<file path="config.mk">
export PLATFORM = sky130hd
export DESIGN_NAME = smol_bus_arb_flat
export DESIGN_NICKNAME = d
export VERILOG_FILES = /design/src/rtl/smol_bus_arb_if.sv /design/src/rtl/smol_bus_arb.sv /design/src/flat_wrapper.sv
export SDC_FILE = /design/constraint.sdc
export NUM_CORES = 1
export LEC_CHECK = 0
export BUFFER_PORTS_ARGS = -buffer_cell sky130_fd_sc_hd__buf_2
export CAP_MARGIN = 15
export CORE_ASPECT_RATIO = 1.75
export CORE_MARGIN = 1
export CORE_UTILIZATION = 31
export CTS_BUF_LIST = sky130_fd_sc_hd__clkbuf_8
export DETAILED_ROUTE_END_ITERATION = 10
export PLACE_DENSITY = 0.88
export SETUP_SLACK_MARGIN = 0.05
export SYNTH_ARGS = -nofsm -noshare
export SYNTH_HDL_FRONTEND = slang
export SYNTH_SLANG_ARGS = --single-unit
</file>
<file path="constraint.sdc">
create_clock -name clk -period 1.17 [get_ports clk]
set_input_delay 0.117 -clock clk [delete_from_list [all_inputs] [get_ports clk]]
set_output_delay 0.117 -clock clk [all_outputs]
set_load 0.005 [all_outputs]
</file>
<file path="src/rtl/smol_bus_arb_if.sv">
// smol_bus_arb_if: one smol four-phase byte-bus link (valid/ready, 16-bit address, 8-bit data).
interface smol_bus_arb_if;
  logic        valid;
  logic        write;
  logic [15:0] addr;
  logic [7:0]  wdata;
  logic        ready;
  logic [7:0]  rdata;
  modport master (output valid, write, addr, wdata, input ready, rdata);
  modport slave  (input valid, write, addr, wdata, output ready, rdata);
endinterface

</file>
<file path="src/rtl/smol_bus_arb.sv">
// smol_bus_arb: two-master round-robin arbiter for the smol byte bus.
// Define SMOL_ARB_TIMEOUT_EN to abort transfers stalled by the slave for TIMEOUT cycles.
module smol_bus_arb #(
  parameter int unsigned TIMEOUT = 255
) (
  input  logic                  clk,
  input  logic                  rstb,
  smol_bus_arb_if.slave         m0,
  smol_bus_arb_if.slave         m1,
  smol_bus_arb_if.master        s,
  output logic [1:0]            owner,
  output logic                  err,
  input  logic                  err_clr
);
`ifdef SMOL_ARB_TIMEOUT_EN
  typedef enum logic [2:0] {IDLE, REQ, ACK, ABORT, DRAIN} state_t;
`else
  typedef enum logic [1:0] {IDLE, REQ, ACK} state_t;
`endif
  state_t      state_q, state_d;
  logic [1:0]  owner_q, owner_d;
  logic        last_q, last_d;
  logic        own_valid, own_write, busy, aborting, gnt0, ret_ready;
  logic [15:0] own_addr;
  logic [7:0]  own_wdata, ret_rdata;
  assign own_valid = (owner_q[0] & m0.valid) | (owner_q[1] & m1.valid);
  assign own_write = owner_q[1] ? m1.write : m0.write;
  assign own_addr  = owner_q[1] ? m1.addr  : m0.addr;
  assign own_wdata = owner_q[1] ? m1.wdata : m0.wdata;
  assign busy      = (state_q == REQ) || (state_q == ACK);
  assign s.valid   = busy & own_valid;
  assign s.write   = busy & own_write;
  assign s.addr    = busy ? own_addr : '0;
  assign s.wdata   = busy ? own_wdata : '0;
  // Return path is combinational so the owner sees ready in the same cycle as the slave.
  assign ret_ready = busy ? s.ready : aborting;
  assign ret_rdata = busy ? s.rdata : (aborting ? 8'hFF : 8'h00);
  assign m0.ready  = owner_q[0] & ret_ready;
  assign m0.rdata  = owner_q[0] ? ret_rdata : '0;
  assign m1.ready  = owner_q[1] & ret_ready;
  assign m1.rdata  = owner_q[1] ? ret_rdata : '0;
  assign owner     = owner_q;
  // last_q=1 means m1 was served last, so m0 wins a tie.
  assign gnt0      = m0.valid & (~m1.valid | last_q);
`ifdef SMOL_ARB_TIMEOUT_EN
  logic [15:0] cnt_q;
  logic        err_q, timeout;
  assign aborting = state_q == ABORT;
  assign timeout  = busy && (cnt_q == 16'(TIMEOUT - 1));
  assign err      = err_q;
`else
  logic unused_cfg;
  assign aborting   = 1'b0;
  assign err        = 1'b0;
  assign unused_cfg = ^{err_clr, TIMEOUT[15:0]};
`endif
  always_comb begin
    state_d = state_q;
    owner_d = owner_q;
    last_d  = last_q;
    case (state_q)
      IDLE: if (!s.ready && (m0.valid || m1.valid)) begin
        state_d = REQ;
        owner_d = {~gnt0, gnt0};
      end
      REQ: state_d = s.ready ? ACK : REQ;
      ACK: if (!own_valid && !s.ready) begin
        state_d = IDLE;
        owner_d = '0;
        last_d  = owner_q[1];
      end
`ifdef SMOL_ARB_TIMEOUT_EN
      ABORT: state_d = own_valid ? ABORT : DRAIN;
      DRAIN: if (!s.ready) begin
        state_d = IDLE;
        owner_d = '0;
        last_d  = owner_q[1];
      end
`endif
      default: begin
        state_d = IDLE;
        owner_d = '0;
      end
    endcase
`ifdef SMOL_ARB_TIMEOUT_EN
    if (timeout) state_d = ABORT;
`endif
  end
  always_ff @(posedge clk or negedge rstb) begin
    if (!rstb) begin
      state_q <= IDLE;
      owner_q <= '0;
      last_q  <= 1'b1;
`ifdef SMOL_ARB_TIMEOUT_EN
      cnt_q   <= '0;
      err_q   <= 1'b0;
`endif
    end else begin
      state_q <= state_d;
      owner_q <= owner_d;
      last_q  <= last_d;
`ifdef SMOL_ARB_TIMEOUT_EN
      cnt_q   <= (state_d != state_q || !busy) ? '0 : cnt_q + 16'd1;
      err_q   <= timeout ? 1'b1 : (err_clr ? 1'b0 : err_q);
`endif
    end
  end
endmodule

</file>
<file path="src/flat_wrapper.sv">
// flat-port wrapper written by rule: the top's interface ports become plain ports
module smol_bus_arb_flat 
#(
  parameter int unsigned TIMEOUT = 255
)
  (clk, rstb, owner, err, err_clr, m0_valid, m0_write, m0_addr, m0_wdata, m0_ready, m0_rdata, m1_valid, m1_write, m1_addr, m1_wdata, m1_ready, m1_rdata, s_valid, s_write, s_addr, s_wdata, s_ready, s_rdata);
  smol_bus_arb_if m0_i ();
  smol_bus_arb_if m1_i ();
  smol_bus_arb_if s_i ();
  input  logic clk;
  input  logic rstb;
  output logic [1:0] owner;
  output logic err;
  input  logic err_clr;
  input wire logic [$bits(m0_i.valid)-1:0] m0_valid;
  input wire logic [$bits(m0_i.write)-1:0] m0_write;
  input wire logic [$bits(m0_i.addr)-1:0] m0_addr;
  input wire logic [$bits(m0_i.wdata)-1:0] m0_wdata;
  output wire logic [$bits(m0_i.ready)-1:0] m0_ready;
  output wire logic [$bits(m0_i.rdata)-1:0] m0_rdata;
  input wire logic [$bits(m1_i.valid)-1:0] m1_valid;
  input wire logic [$bits(m1_i.write)-1:0] m1_write;
  input wire logic [$bits(m1_i.addr)-1:0] m1_addr;
  input wire logic [$bits(m1_i.wdata)-1:0] m1_wdata;
  output wire logic [$bits(m1_i.ready)-1:0] m1_ready;
  output wire logic [$bits(m1_i.rdata)-1:0] m1_rdata;
  output wire logic [$bits(s_i.valid)-1:0] s_valid;
  output wire logic [$bits(s_i.write)-1:0] s_write;
  output wire logic [$bits(s_i.addr)-1:0] s_addr;
  output wire logic [$bits(s_i.wdata)-1:0] s_wdata;
  input wire logic [$bits(s_i.ready)-1:0] s_ready;
  input wire logic [$bits(s_i.rdata)-1:0] s_rdata;
  assign m0_i.valid = m0_valid;
  assign m0_i.write = m0_write;
  assign m0_i.addr = m0_addr;
  assign m0_i.wdata = m0_wdata;
  assign m0_ready = m0_i.ready;
  assign m0_rdata = m0_i.rdata;
  assign m1_i.valid = m1_valid;
  assign m1_i.write = m1_write;
  assign m1_i.addr = m1_addr;
  assign m1_i.wdata = m1_wdata;
  assign m1_ready = m1_i.ready;
  assign m1_rdata = m1_i.rdata;
  assign s_valid = s_i.valid;
  assign s_write = s_i.write;
  assign s_addr = s_i.addr;
  assign s_wdata = s_i.wdata;
  assign s_i.ready = s_ready;
  assign s_i.rdata = s_rdata;
  smol_bus_arb #(.TIMEOUT(TIMEOUT)) u_core (.clk(clk), .rstb(rstb), .m0(m0_i), .m1(m1_i), .s(s_i), .owner(owner), .err(err), .err_clr(err_clr));
endmodule
</file>
[Word level (Yosys, flattened, before mapping)]
Index checks and enable logic that the tools add are counted.
Word-level totals
  output and inout bits: 47
  bits in registers: 5
  bits of input ports: 64
Cells by class
  muxes and demuxes: 15
  equal/unequal tests: 4
  bitwise gates (word level): 12
  reduce and logical (&&, ||, !) cells: 10
Operator list (count)
  $mux 8: 5
  $mux 16: 2
  $pmux 2 s3: 2
  $mux 2: 4
  $and 1x1->1: 7
  $reduce_and 2->1: 2
  $not 1->1: 3
  $reduce_and 3->1: 1
  $eq 2x1->1 const B: 1
  $eq 2x2->1 const B: 1
  $logic_and 1x1->1: 2
  $logic_not 1->1: 2
  $logic_not 2->1: 1
  $logic_or 1x1->1: 2
  $mux 1: 2
  $ne 2x1->1 const B: 1
  $ne 2x2->1 const B: 1
  $or 1x1->1: 2

[Logic depth before layout (Yosys ltp)]
Gate-level depths: netlist of run 1.
  depth after elaboration: 6
  gate-level depth with buffers: 5
  mapped depth without buffers: 5

[Least setup slack after synthesis of run 1]
Ideal clock, no wire load.
  kind: register to register
  from: register u_core.owner_q[1], in the netlist u_core.owner[1]
  to: register u_core.owner_q[0], in the netlist u_core.owner[0]
  period minus slack after synthesis: 1.295 ns
  setup slack: -0.125 ns
  required time: 1.040 ns
  path buffers: 1
  stages on the path, launching flop included: 5
  arrival: 1.165 ns
  cell sequence: dfrtp_1 buf_2 a211o_1 a221oi_1 o22ai_1
Between the ends
  cells in the longest elaborated chain, start to end: 6
RTL lines
  start: declaration: RTL line smol_bus_arb.sv:21  | logic [1:0] owner_q, owner_d;
  start signal: assignment: RTL line smol_bus_arb.sv:100  | owner_q <= owner_d;
  $and 1x1->1: RTL line smol_bus_arb.sv:26  | assign own_valid = (owner_q[0] & m0.valid) | (owner_q[1] & m1.valid);
  $or 1x1->1: RTL line smol_bus_arb.sv:26
  $logic_not 1->1: RTL line smol_bus_arb.sv:67  | ACK: if (!own_valid && !s.ready) begin
  $logic_and 1x1->1: RTL line smol_bus_arb.sv:67
  $ne 2x2->1 (no line)
  $reduce_and 3->1 (no line)
Every way passes these cells.
A chain may end at the register's enable or synchronous reset.

[Final worst setup path of run 1]
  from: register u_core.state_q[0]
  to: output s_addr[8]
Between the ends
  cells in the longest elaborated chain, start to end: 3
  elaborated cells on any way between the ends: 4
  those cells by class: eq/ne (2); mux (1); reduce/logical (1)
RTL lines
  start: declaration: RTL line smol_bus_arb.sv:20  | state_t state_q, state_d;
  start signal: assignment: RTL line smol_bus_arb.sv:99  | state_q <= state_d;
  $eq 2x1->1 / $eq 2x2->1 (equally long branches): RTL line smol_bus_arb.sv:30  | assign busy = (state_q == REQ) || (state_q == ACK);
  $logic_or 1x1->1 *: RTL line smol_bus_arb.sv:30
  $mux 16 *: RTL line smol_bus_arb.sv:33  | assign s.addr = busy ? own_addr : '0;
  end: declaration: RTL line flat_wrapper.sv:29  | output wire logic [$bits(s_i.addr)-1:0] s_addr;
Every way passes the cells marked *; elsewhere a longest branch is shown, timed or not.

==> results of run 1 <==
-- cell usage after synthesis --
cell,count
sky130_fd_sc_hd__nor2b_1,27
sky130_fd_sc_hd__mux2i_1,26
sky130_fd_sc_hd__and3_1,19
sky130_fd_sc_hd__clkbuf_1,6
sky130_fd_sc_hd__inv_1,5
sky130_fd_sc_hd__dfrtp_1,4
sky130_fd_sc_hd__buf_4,3
sky130_fd_sc_hd__ha_1,3
sky130_fd_sc_hd__a211o_1,2
sky130_fd_sc_hd__a221o_1,2
sky130_fd_sc_hd__a221oi_1,2
sky130_fd_sc_hd__a21oi_1,1
sky130_fd_sc_hd__a22o_1,1
sky130_fd_sc_hd__a22oi_1,1
sky130_fd_sc_hd__a22oi_2,1
sky130_fd_sc_hd__a32o_1,1
sky130_fd_sc_hd__buf_2,1
sky130_fd_sc_hd__conb_1,1
sky130_fd_sc_hd__dfstp_2,1
sky130_fd_sc_hd__mux2_1,1
sky130_fd_sc_hd__nand2_1,1
sky130_fd_sc_hd__o211ai_1,1
sky130_fd_sc_hd__o21ai_0,1
sky130_fd_sc_hd__o21bai_1,1
sky130_fd_sc_hd__o22ai_1,1
-- flip-flops by register name, indices dropped and copies added (netlist names) --
| name | count |
|---|---|
| u_core.owner | 2 |
| u_core.state_q | 2 |
| u_core.last_q | 1 |
-- power groups by stage --
stage / logic, uW / clock network, uW / registers (uW)
final: 4030 / 328 / 361
after global routing: 4310 / 334 / 368
after CTS: 3890 / 330 / 352
after detailed placement: 3020 / 0 / 340
after global placement: 2970 / 0 / 331
after floorplan: 2020 / 0 / 325
-- metal layers --
layer  part of all wire  up-vias
li1                   -      650
met1               0.36      594
met2               0.57       52
met3              0.058        5
met4              0.011        0
met5                  0        -
-- worst min-delay path, cell delays in order --
cell,delay [ps]
sky130_fd_sc_hd__buf_2,130
sky130_fd_sc_hd__nand2_1,70
sky130_fd_sc_hd__mux2i_1,60
-- worst min-delay path by stage --
stage | from | to | slack, ps | cells after the start
after floorplan | rstb | u_core.owner[0] | -180 | 0
after global placement | rstb | u_core.state_q[0] | -60 | 1
after detailed placement | rstb | u_core.state_q[0] | -60 | 1
after CTS | s_ready | u_core.state_q[1] | 200 | 3
after global routing | s_ready | u_core.state_q[1] | 220 | 3
final | s_ready | u_core.state_q[1] | 210 | 3
-- layout by cell type (no fill, tap or decap), types with 2 or more instances in the layout --
cell and instances:
sky130_fd_sc_hd__clkbuf_8 3, sky130_fd_sc_hd__a221oi_2 2, sky130_fd_sc_hd__mux2i_1 25, sky130_fd_sc_hd__nor2b_4 3
sky130_fd_sc_hd__and3_1 18, sky130_fd_sc_hd__buf_12 4, sky130_fd_sc_hd__nor2b_1 23, sky130_fd_sc_hd__a211o_1 2
sky130_fd_sc_hd__dfrtp_1 3, sky130_fd_sc_hd__inv_2 2, sky130_fd_sc_hd__buf_2 108, sky130_fd_sc_hd__a221o_1 2
sky130_fd_sc_hd__inv_1 4, sky130_fd_sc_hd__ha_4 2, sky130_fd_sc_hd__buf_4 15
-- logic make-up (layout without fill, tap and decap cells) --
group | Yosys count | after routing | share of synthesized area
simple gates | 47 | 47 | 0.315
mux | 27 | 27 | 0.294
compound gates | 15 | 15 | 0.135
buf+inv | 15 | 138 | 0.0744
flops | 5 | 5 | 0.137
fa+ha+maj | 3 | 3 | 0.0406
other cells | 1 | 1 | 0.00406
-- what timing repair did --
action / CTS / global route
hold endpoints to repair: 5 / 0
gates cloned: 0 / 0
gates resized for setup: 19 / 5
setup endpoints to repair: 50 / 50
buffers inserted: 10 / 2
pin swaps: 7 / 6
hold buffers: 1 / 0
-- metrics by stage --
stage / cells / utilization
after floorplan: 113 / -
after global placement: 248 / 0.561
after detailed placement: 248 / 0.561
after CTS: 263 / 0.647
after global routing: 263 / 0.655
final: 263 / 0.655
-- area by class of cell --
cell class	count	area, um2
sequential	5	128
inverter	5	18.8
fill	232	950
multi-input combinational	93	820
timing repair buffer	129	758
tap	27	33.8
clock inverter	1	3.75
clock buffer	3	41.3
==> flow_summary.rst, run 1 <==
.. list-table::
   :header-rows: 1

   * - Metric
     - Value
   * - Result of the run
     - finished with violations
   * - Violations in the final reports
     - setup timing
   * - FF-to-FF path depth
     - 5
   * - Setup_tns
     - -15370 ps
   * - Grt met3 use
     - 0.0121
   * - Number of warnings reported in the yosys synthesis log
     - 0
   * - Largest incremental delay on the critical path
     - 370 ps
   * - Worst Setup Slack, final
     - -363 ps
   * - Later-pin clock latency in the skew report
     - 230 ps
   * - H-tree Lvls
     - 1
   * - Beginning of the worst register-to-register path
     - u_core.state_q[0]
   * - Category of the most critical setup path
     - flop to output port
   * - Port Buffer Count
     - around 110
   * - Chip width
     - 43.3 um
   * - Antenna Diode Count
     - 0
   * - Wire length of the first global-routing pass
     - about 5300 um
   * - Detailed-router iteration count before antenna repair
     - 4
   * - Max Clk Rate
     - roughly 650 MHz
   * - Met2 layer usage reported by global route
     - 0.415
   * - DR WL/cell
     - between 10 and 15 um
   * - Setup Viol. Count Final
     - 49
   * - Number of flip-flops and latches in the synthesized netlist
     - 5
   * - Critical Path Source Type
     - flop
   * - Via density
     - just under 5
   * - Worst-case clock buffer depth
     - 2
   * - Overall track demand over capacity in global routing
     - 0.211
   * - Endpoint arrival time on the critical path
     - 1420 ps
   * - Cts bufs inserted
     - 3
   * - Capturing element of the worst setup path
     - s_addr[8]
   * - Setup repair after global routing missed its margin
     - true
   * - Number of slew-limit violations in the final report
     - 0
   * - Die outline area
     - approximately 3200 um2
   * - Post-synth top area cell
     - sky130_fd_sc_hd__mux2i_1
   * - Class of the tightest hold or removal check
     - input pin to flop
   * - Remaining global-route overflow
     - 0
   * - Worst reg2reg endpoint
     - u_core.owner[1]
   * - Residual DRC count
     - 0
   * - Initial antenna violation count
     - 0
   * - Total length of routed wires
     - 3720 um
   * - Clk slew on worst S/H paths
     - about 40 ps
   * - Max-cap check violation count
     - 0
   * - Clock tree from TritonCTS
     - built
   * - Proportion of power drawn by flip-flops and latches
     - 0.076
   * - Synth unique cells
     - 25
   * - Std-Cell Core Area
     - 2750 um2
   * - Largest net degree at the start of global routing
     - 23
   * - Gpl congestion
     - about 0.8
   * - Cell Rows
     - 25
   * - Detailed Place HPWL
     - roughly 2600 um
   * - Height of the chip
     - 74.2 um
   * - Layout area overhead
     - 95.0%
   * - Number of top-level design ports
     - 111
   * - Worst Path Required
     - 1050 ps
   * - Clock share of power
     - 0.069
   * - Most used routing layer
     - met2
   * - Power per unit of standard cell area
     - approximately 2600 nW/um2
   * - R2R setup slack
     - -240 ps
   * - Launch point of the critical path
     - u_core.state_q[0]
   * - Number of global-route vias before repair
     - 1192
   * - Cell area after synthesis
     - around 900 um2
   * - Buffers & Inverters on Critical Path
     - 3
   * - Reported net switching power
     - approximately 1900 uW
   * - Switching share of total power
     - 0.405
   * - Worst slack after detailed placement
     - -163 ps
   * - Root Buffer
     - sky130_fd_sc_hd__clkbuf_8
   * - Critical path depth
     - 5
   * - Met1 Track Usage GR
     - 0.233
   * - Worst vdd ir
     - approximately 0.003 V
   * - Effective utilization at floorplan
     - 0.336
   * - Share of total power in combinational logic
     - 0.854
   * - Biggest fanout along the worst timing path
     - 22
   * - Endpoint class of the critical path
     - output port
   * - Total number of clock tree sinks
     - 5
   * - Cell types with the largest area share after synthesis
     - sky130_fd_sc_hd__mux2i_1 (28%), sky130_fd_sc_hd__nor2b_1 (18%), sky130_fd_sc_hd__and3_1 (13%)
   * - Syn_area_per_cell
     - 8.18 um2
   * - Number of endpoints with negative hold slack in the final report
     - 0
   * - Finished Cell Area
     - ~1800 um2
   * - Post-route antenna net violation count
     - 0
   * - Synthesized netlist net count
     - 180
   * - Internal Dissipation
     - ~2800 uW
   * - Portion of synthesized cell area occupied by the leading cell type
     - 0.281
   * - Total power
     - around 4700 uW
   * - Final worst hold slack
     - just over 200 ps
   * - Final clock period utilization by the worst path
     - 1.31
   * - Final worst clock skew
     - approximately 4.7 ps
   * - Static Leakage
     - roughly 0.0011 uW
   * - Starting DRT DRC Count
     - 25
   * - Final min period
     - about 1500 ps
   * - Portion of the post-synthesis area used by sequential elements
     - 0.137
   * - Ordered cell list for the critical path
     - inv_2, ha_4, buf_12, nor2b_4, buf_2
   * - Cell with the largest stage delay on the worst path
     - sky130_fd_sc_hd__dfrtp_1
   * - Family of cells with the greatest summed delay on the critical path
     - flip-flops
   * - Via count of the routed design
     - 1301
   * - Gate count of the mapped netlist
     - 113
   * - Count of nets after finishing
     - ~300
   * - Share of cells above drive strength 1
     - 0.631
   * - Placed Instance Area
     - approximately 1500 um2
Note: power is estimated with default switching activity, not from simulation.
==> run 2: changes to the inputs <==
--- a/config.mk
+++ b/config.mk
@@ -7,7 +7,6 @@
 export LEC_CHECK = 0
 export BUFFER_PORTS_ARGS = -buffer_cell sky130_fd_sc_hd__buf_2
 export CAP_MARGIN = 15
-export CORE_ASPECT_RATIO = 1.75
 export CORE_MARGIN = 1
 export CORE_UTILIZATION = 31
 export CTS_BUF_LIST = sky130_fd_sc_hd__clkbuf_8
==> run 2 against run 1 <==
The run still ends with setup timing left. Utilization rose by 4.4 points. Combinational power rose by 14%. First-iteration DRC count rose to 2.8 times the previous value. Setup slack got worse by 28 ps. Clock power fell by 6.1%. Final cell count rose by 3.0%.
==> flow_summary.rst, run 2 (synthesis results as in run 1) <==
.. list-table::
   :header-rows: 1

   * - Metric
     - Value
   * - Proportion of power drawn by flip-flops and latches
     - 0.069
   * - Reported net switching power
     - 2060 uW
   * - R2R setup slack
     - -270 ps
   * - Final worst clock skew
     - between 0.3 and 0.4 ps
   * - Number of global-route vias before repair
     - around 1300
   * - Largest net degree at the start of global routing
     - 23
   * - Later-pin clock latency in the skew report
     - ~220 ps
   * - Startpoint of the tightest hold check path
     - s_ready
   * - Final min period
     - 1560 ps
   * - Internal Dissipation
     - approximately 3200 uW
   * - Port Buffer Count
     - 108
   * - Starting DRT DRC Count
     - between 70 and 80
   * - Clock share of power
     - 0.058
   * - Core Util, Final
     - 0.699
   * - Count of nets after finishing
     - just over 300
   * - Critical Path Source Type
     - flop
   * - Max Clk Rate
     - approximately 640 MHz
   * - Violations in the final reports
     - setup timing
   * - Worst Path Required
     - about 1100 ps
   * - Cts bufs inserted
     - 3
   * - Power per unit of standard cell area
     - 2710 nW/um2
   * - Worst reg2reg endpoint
     - u_core.owner[1]
   * - Wire length of the first global-routing pass
     - ~5500 um
   * - Class of the tightest hold or removal check
     - input pin to flop
   * - Hold-critical path depth
     - 3
   * - Result of the run
     - finished with violations
   * - Total length of routed wires
     - around 4000 um
   * - Effective utilization at floorplan
     - 0.332
   * - Endpoint arrival time on the critical path
     - approximately 1400 ps
   * - Root Buffer
     - sky130_fd_sc_hd__clkbuf_8
   * - Share of total power in combinational logic
     - 0.873
   * - Detailed Place HPWL
     - ~2600 um
   * - Initial antenna violation count
     - 0
   * - Worst slack after detailed placement
     - -162 ps
   * - Category of the most critical setup path
     - flop to output port
   * - Gpl congestion
     - a little under 0.9
   * - Number of endpoints with negative hold slack in the final report
     - 0
   * - Worst-case clock buffer depth
     - 2
   * - Static Leakage
     - roughly 0.0011 uW
   * - Share of cells above drive strength 1
     - 0.679
   * - Final clock period utilization by the worst path
     - 1.33
   * - Worst vdd ir
     - ~0.0019 V
   * - Worst Setup Slack, final
     - -391 ps
   * - Die outline area
     - around 3200 um2
   * - Remaining global-route overflow
     - 0
   * - Number of top-level design ports
     - 111
   * - Final worst hold slack
     - between 200 and 250 ps
   * - Biggest fanout along the worst timing path
     - 11
   * - Total number of clock tree sinks
     - 5
   * - Residual DRC count
     - 0
   * - Std-Cell Core Area
     - approximately 2800 um2
   * - Height of the chip
     - around 57 um
   * - Via density
     - just over 5
   * - Switching share of total power
     - 0.390
   * - # placed instances
     - between 200 and 300
   * - Detailed-router iteration count before antenna repair
     - 4
   * - Chip width
     - ~57 um
   * - Final non-filler cell total
     - approximately 270
   * - Most common cell after layout, fill and taps aside
     - sky130_fd_sc_hd__buf_2
   * - FF-to-FF path depth
     - 6
   * - H-tree Lvls
     - 1
   * - DR WL/cell
     - around 15 um
   * - Clk slew on worst S/H paths
     - approximately 30 ps
   * - End point of the most critical hold path
     - u_core.state_q[1]
   * - Cell Rows
     - 19
   * - Endpoint class of the critical path
     - output port
   * - Number of slew-limit violations in the final report
     - 0
   * - Post-route antenna net violation count
     - 0
   * - Setup repair after global routing missed its margin
     - true
   * - Overall track demand over capacity in global routing
     - 0.219
   * - Beginning of the worst register-to-register path
     - u_core.state_q[1]
   * - Max-cap check violation count
     - 0
   * - Leading cell types in the layout, fill and taps excluded
     - sky130_fd_sc_hd__buf_2 (105), sky130_fd_sc_hd__mux2i_1 (24), sky130_fd_sc_hd__nor2b_1 (17)
   * - Antenna Diode Count
     - 0
   * - Layout area overhead
     - 110%
   * - Via count of the routed design
     - about 1400
   * - Clock tree from TritonCTS
     - built
   * - Setup Viol. Count Final
     - 49
[run 2: cell types whose count changed in the layout (fill, tap and decap cells not counted), moves of 3 or more]
cell and delta:
sky130_fd_sc_hd__buf_2 -3, sky130_fd_sc_hd__buf_6 +9, sky130_fd_sc_hd__nor2b_1 -6, sky130_fd_sc_hd__nor2b_4 +5
[run 2: layer usage]
layer  track usage  wire, um
met1         0.227      1420
met2         0.408      2170
met3        0.0369       302
met4         0.122        89
met5             0         0
[run 2: power groups by stage]
stage               sequential [uW]  combinational (uW)  clock, uW
global route                    370                4910        332
finish                          362                4600        308
detailed placement              334                3060          0
global placement                331                3010          0
CTS                             350                3800        319
floorplan                       325                2020          0
[run 2: cell type report]
| class | count | area [um2] |
|---|---|---|
| Clock buffer | 3 | 41.3 |
| Clock inverter | 1 | 3.75 |
| Fill cell | 212 | 837 |
| Inverter | 5 | 18.8 |
| Multi-Input combinational cell | 93 | 880 |
| Sequential cell | 5 | 128 |
| Tap cell | 31 | 38.8 |
| Timing Repair Buffer | 133 | 835 |
[run 2: worst max-delay path by stage]
stage                            from              end  slack, ps  cells after the start
floorplan             u_core.owner[0]  u_core.owner[1]        -80                      3
global placement      u_core.owner[0]  u_core.owner[1]       -110                      3
detailed placement  u_core.state_q[1]       s_wdata[2]       -160                      4
CTS                 u_core.state_q[1]      m1_rdata[2]       -300                      5
global route        u_core.state_q[1]      m1_rdata[6]       -470                      5
finish              u_core.state_q[1]      m1_rdata[6]       -390                      5
[run 2: repair_timing]
action | in CTS | in global routing
cloned | 0 | 1
pin swaps | 2 | 11
endpoints found under the setup margin | 50 | 50
resized for setup | 20 | 29
buffers inserted | 11 | 4
hold buffers | 1 | 0
hold endpoints to repair | 5 | 0
[run 2: critical path: stages (launching register included)]
cell and delay, ps:
sky130_fd_sc_hd__dfrtp_1 360, sky130_fd_sc_hd__inv_2 70, sky130_fd_sc_hd__ha_4 340, sky130_fd_sc_hd__buf_8 150, sky130_fd_sc_hd__and3_1 170, sky130_fd_sc_hd__buf_2 120
[run 2: stage by stage]
step	total power (uW)	instance area (um2)	TNS, ps
2_1_floorplan	2340	966	-308
3_3_place_gp	3340	1560	-4780
3_5_place_dp	3390	1560	-5830
4_1_cts	4470	1790	-13330
5_1_grt	5610	1940	-18740
6_report	5270	1940	-15990
==> run 3: changes to the inputs <==
--- a/config.mk
+++ b/config.mk
@@ -8,10 +8,10 @@
 export BUFFER_PORTS_ARGS = -buffer_cell sky130_fd_sc_hd__buf_2
 export CAP_MARGIN = 15
 export CORE_MARGIN = 1
-export CORE_UTILIZATION = 31
+export CORE_UTILIZATION = 34
 export CTS_BUF_LIST = sky130_fd_sc_hd__clkbuf_8
 export DETAILED_ROUTE_END_ITERATION = 10
-export PLACE_DENSITY = 0.88
+export PLACE_DENSITY = 0.91
 export SETUP_SLACK_MARGIN = 0.05
 export SYNTH_ARGS = -nofsm -noshare
 export SYNTH_HDL_FRONTEND = slang
==> constraint.sdc (replaced) <==
create_clock -name clk -period 1.7 [get_ports clk]
set_input_delay 0.17 -clock clk [delete_from_list [all_inputs] [get_ports clk]]
set_output_delay 0.17 -clock clk [all_outputs]
set_load 0.005 [all_outputs]
==> run 3 against run 2 <==
Utilization shrank 7.7 points. The run now ends clean. First-iteration DRC count shrank 76%. Final area shrank 19%. Sequential cell count is the same.
==> flow_summary.rst, run 3 (synthesis results as in run 1) <==
.. list-table::
   :header-rows: 1

   * - Metric
     - Value
   * - Family of cells with the greatest summed delay on the critical path
     - flip-flops
   * - Overall track demand over capacity in global routing
     - 0.175
   * - Via density
     - between 4 and 5
   * - Number of top-level design ports
     - ~110
   * - Die outline area
     - ~3000 um2
   * - Count of filler cells inserted in the layout
     - roughly 240
   * - Endpoint class of the critical path
     - output port
   * - Area occupied by multi-input gates
     - approximately 740 um2
   * - Starting DRT DRC Count
     - 17
   * - Worst reg2reg endpoint
     - u_core.state_q[1]
   * - Max Clk Rate
     - about 640 MHz
   * - Count of nets after finishing
     - 289
   * - Port Buffer Count
     - 108
   * - Clk slew on worst S/H paths
     - 30 ps
   * - Height of the chip
     - between 50 and 60 um
   * - Worst-case clock buffer depth
     - 2
   * - Setup_tns
     - 0 ps
   * - Residual DRC count
     - 0
   * - Cell with the largest stage delay on the worst path
     - sky130_fd_sc_hd__dfrtp_1
   * - H-tree Lvls
     - 1
   * - Cell Rows
     - 18
   * - Chip width
     - approximately 54 um
   * - Number of slew-limit violations in the final report
     - 0
   * - Effective utilization at floorplan
     - 0.367
   * - Share of cells above drive strength 1
     - 0.552
   * - Static Leakage
     - slightly below 0.001 uW
   * - Category of the most critical setup path
     - flop to output port
   * - Final min period
     - roughly 1600 ps
   * - Placed Instance Area
     - 1490 um2
   * - Critical Path Source Type
     - flop
   * - Detailed Place HPWL
     - roughly 2300 um
   * - Antenna Diode Count
     - 0
   * - Std-Cell Core Area
     - approximately 2500 um2
   * - Gpl congestion
     - approximately 0.9
   * - Power per unit of standard cell area
     - 1590 nW/um2
   * - # placed instances
     - approximately 250
   * - Total number of clock tree sinks
     - 5
   * - Later-pin clock latency in the skew report
     - 210 ps
   * - Biggest fanout along the worst timing path
     - 26
   * - Buffers & Inverters on Critical Path
     - 3
   * - Beginning of the worst register-to-register path
     - u_core.owner[1]
   * - DR WL/cell
     - 11.0 um
   * - Endpoint arrival time on the critical path
     - 1380 ps
   * - Root Buffer
     - sky130_fd_sc_hd__clkbuf_8
   * - Final non-filler cell total
     - ~250
   * - Most common cell after layout, fill and taps aside
     - sky130_fd_sc_hd__buf_2
   * - Ordered cell list for the critical path
     - inv_2, ha_4, buf_8, and3_1, buf_2
   * - Clock tree from TritonCTS
     - built
   * - Largest incremental delay on the critical path
     - between 300 and 400 ps
   * - Largest net degree at the start of global routing
     - 27
   * - Setup Viol. Count Final
     - 0
   * - Cts bufs inserted
     - 3
   * - Post-route antenna net violation count
     - 0
   * - Total length of routed wires
     - 2770 um
   * - Layout area overhead
     - 69.8%
   * - Class of the tightest hold or removal check
     - input pin to asynchronous set/reset pin
   * - Max-cap check violation count
     - 0
   * - Final clock period utilization by the worst path
     - 0.912
   * - Total power
     - roughly 2500 uW
   * - FF-to-FF path depth
     - 3
   * - Number of global-route vias before repair
     - roughly 1000
   * - Launch point of the critical path
     - u_core.state_q[0]
   * - Remaining global-route overflow
     - 0
   * - Via count of the routed design
     - approximately 1200
   * - Core Util, Final
     - 0.623
   * - Final worst clock skew
     - around 0.22 ps
   * - Worst Path Required
     - roughly 1500 ps
   * - Reg area
     - about 130 um2
   * - Initial antenna violation count
     - 0
   * - Setup repair bufs after CTS
     - 0
   * - Wire length of the first global-routing pass
     - about 3900 um
   * - Detailed-router iteration count before antenna repair
     - 4
   * - Number of endpoints with negative hold slack in the final report
     - 0
   * - Result of the run
     - finished clean
   * - Worst vdd ir
     - 0.00110 V
   * - Finished Cell Area
     - ~1600 um2
   * - R2R setup slack
     - about 310 ps
   * - Leading cell types in the layout, fill and taps excluded
     - sky130_fd_sc_hd__buf_2 (108), sky130_fd_sc_hd__nor2b_1 (27), sky130_fd_sc_hd__mux2i_1 (26)
   * - Setup repair after global routing missed its margin
     - false
[run 3: layout make-up]
cell class,instances,area share
Clock buffer,3,0.0263
Clock inverter,1,0.00239
Inverter,5,0.0120
Multi-Input combinational cell,93,0.473
Sequential cell,5,0.0813
Tap cell,30,0.0239
Timing Repair Buffer,114,0.382
[run 3: how the worst max path moves through the flow]
| stage | endpoint | slack, ps | cells after the start |
|---|---|---|---|
| floorplan | m0_rdata[0] | 390 | 4 |
| global placement | m0_rdata[5] | 330 | 5 |
| detailed placement | m1_rdata[5] | 290 | 5 |
| CTS | m1_rdata[5] | 50 | 5 |
| global route | s_addr[6] | 70 | 4 |
| finish | m1_rdata[5] | 150 | 5 |
[run 3: per-layer routing]
metal | vias to the layer above | GRT usage | share of wire
met4 | 0 | 0.0513 | 0.0029
met2 | 52 | 0.350 | 0.55
met5 | - | 0 | 0
met1 | 575 | 0.185 | 0.37
met3 | 2 | 0.0226 | 0.077
li1 | 619 | - | -
[run 3: what timing repair did]
| item | 4_1_cts | 5_1_grt |
|---|---|---|
| hold buffers | 1 | 0 |
| hold endpoints to repair | 5 | 0 |
| endpoints found under the setup margin | 0 | 33 |
| gates resized for setup | 0 | 6 |
[run 3: where the power goes]
group	switching [uW]	internal, uW
sequential	48.1	184
clock	50.9	154
combinational	945	1110
[run 3: per-stage QoR]
stage / hold slack [ps] / setup WS (ps)
2_1_floorplan: -126 / 395
3_3_place_gp: -16.9 / 325
3_5_place_dp: -15.2 / 289
4_1_cts: 292 / 52.4
5_1_grt: 293 / 71.4
6_report: 289 / 149
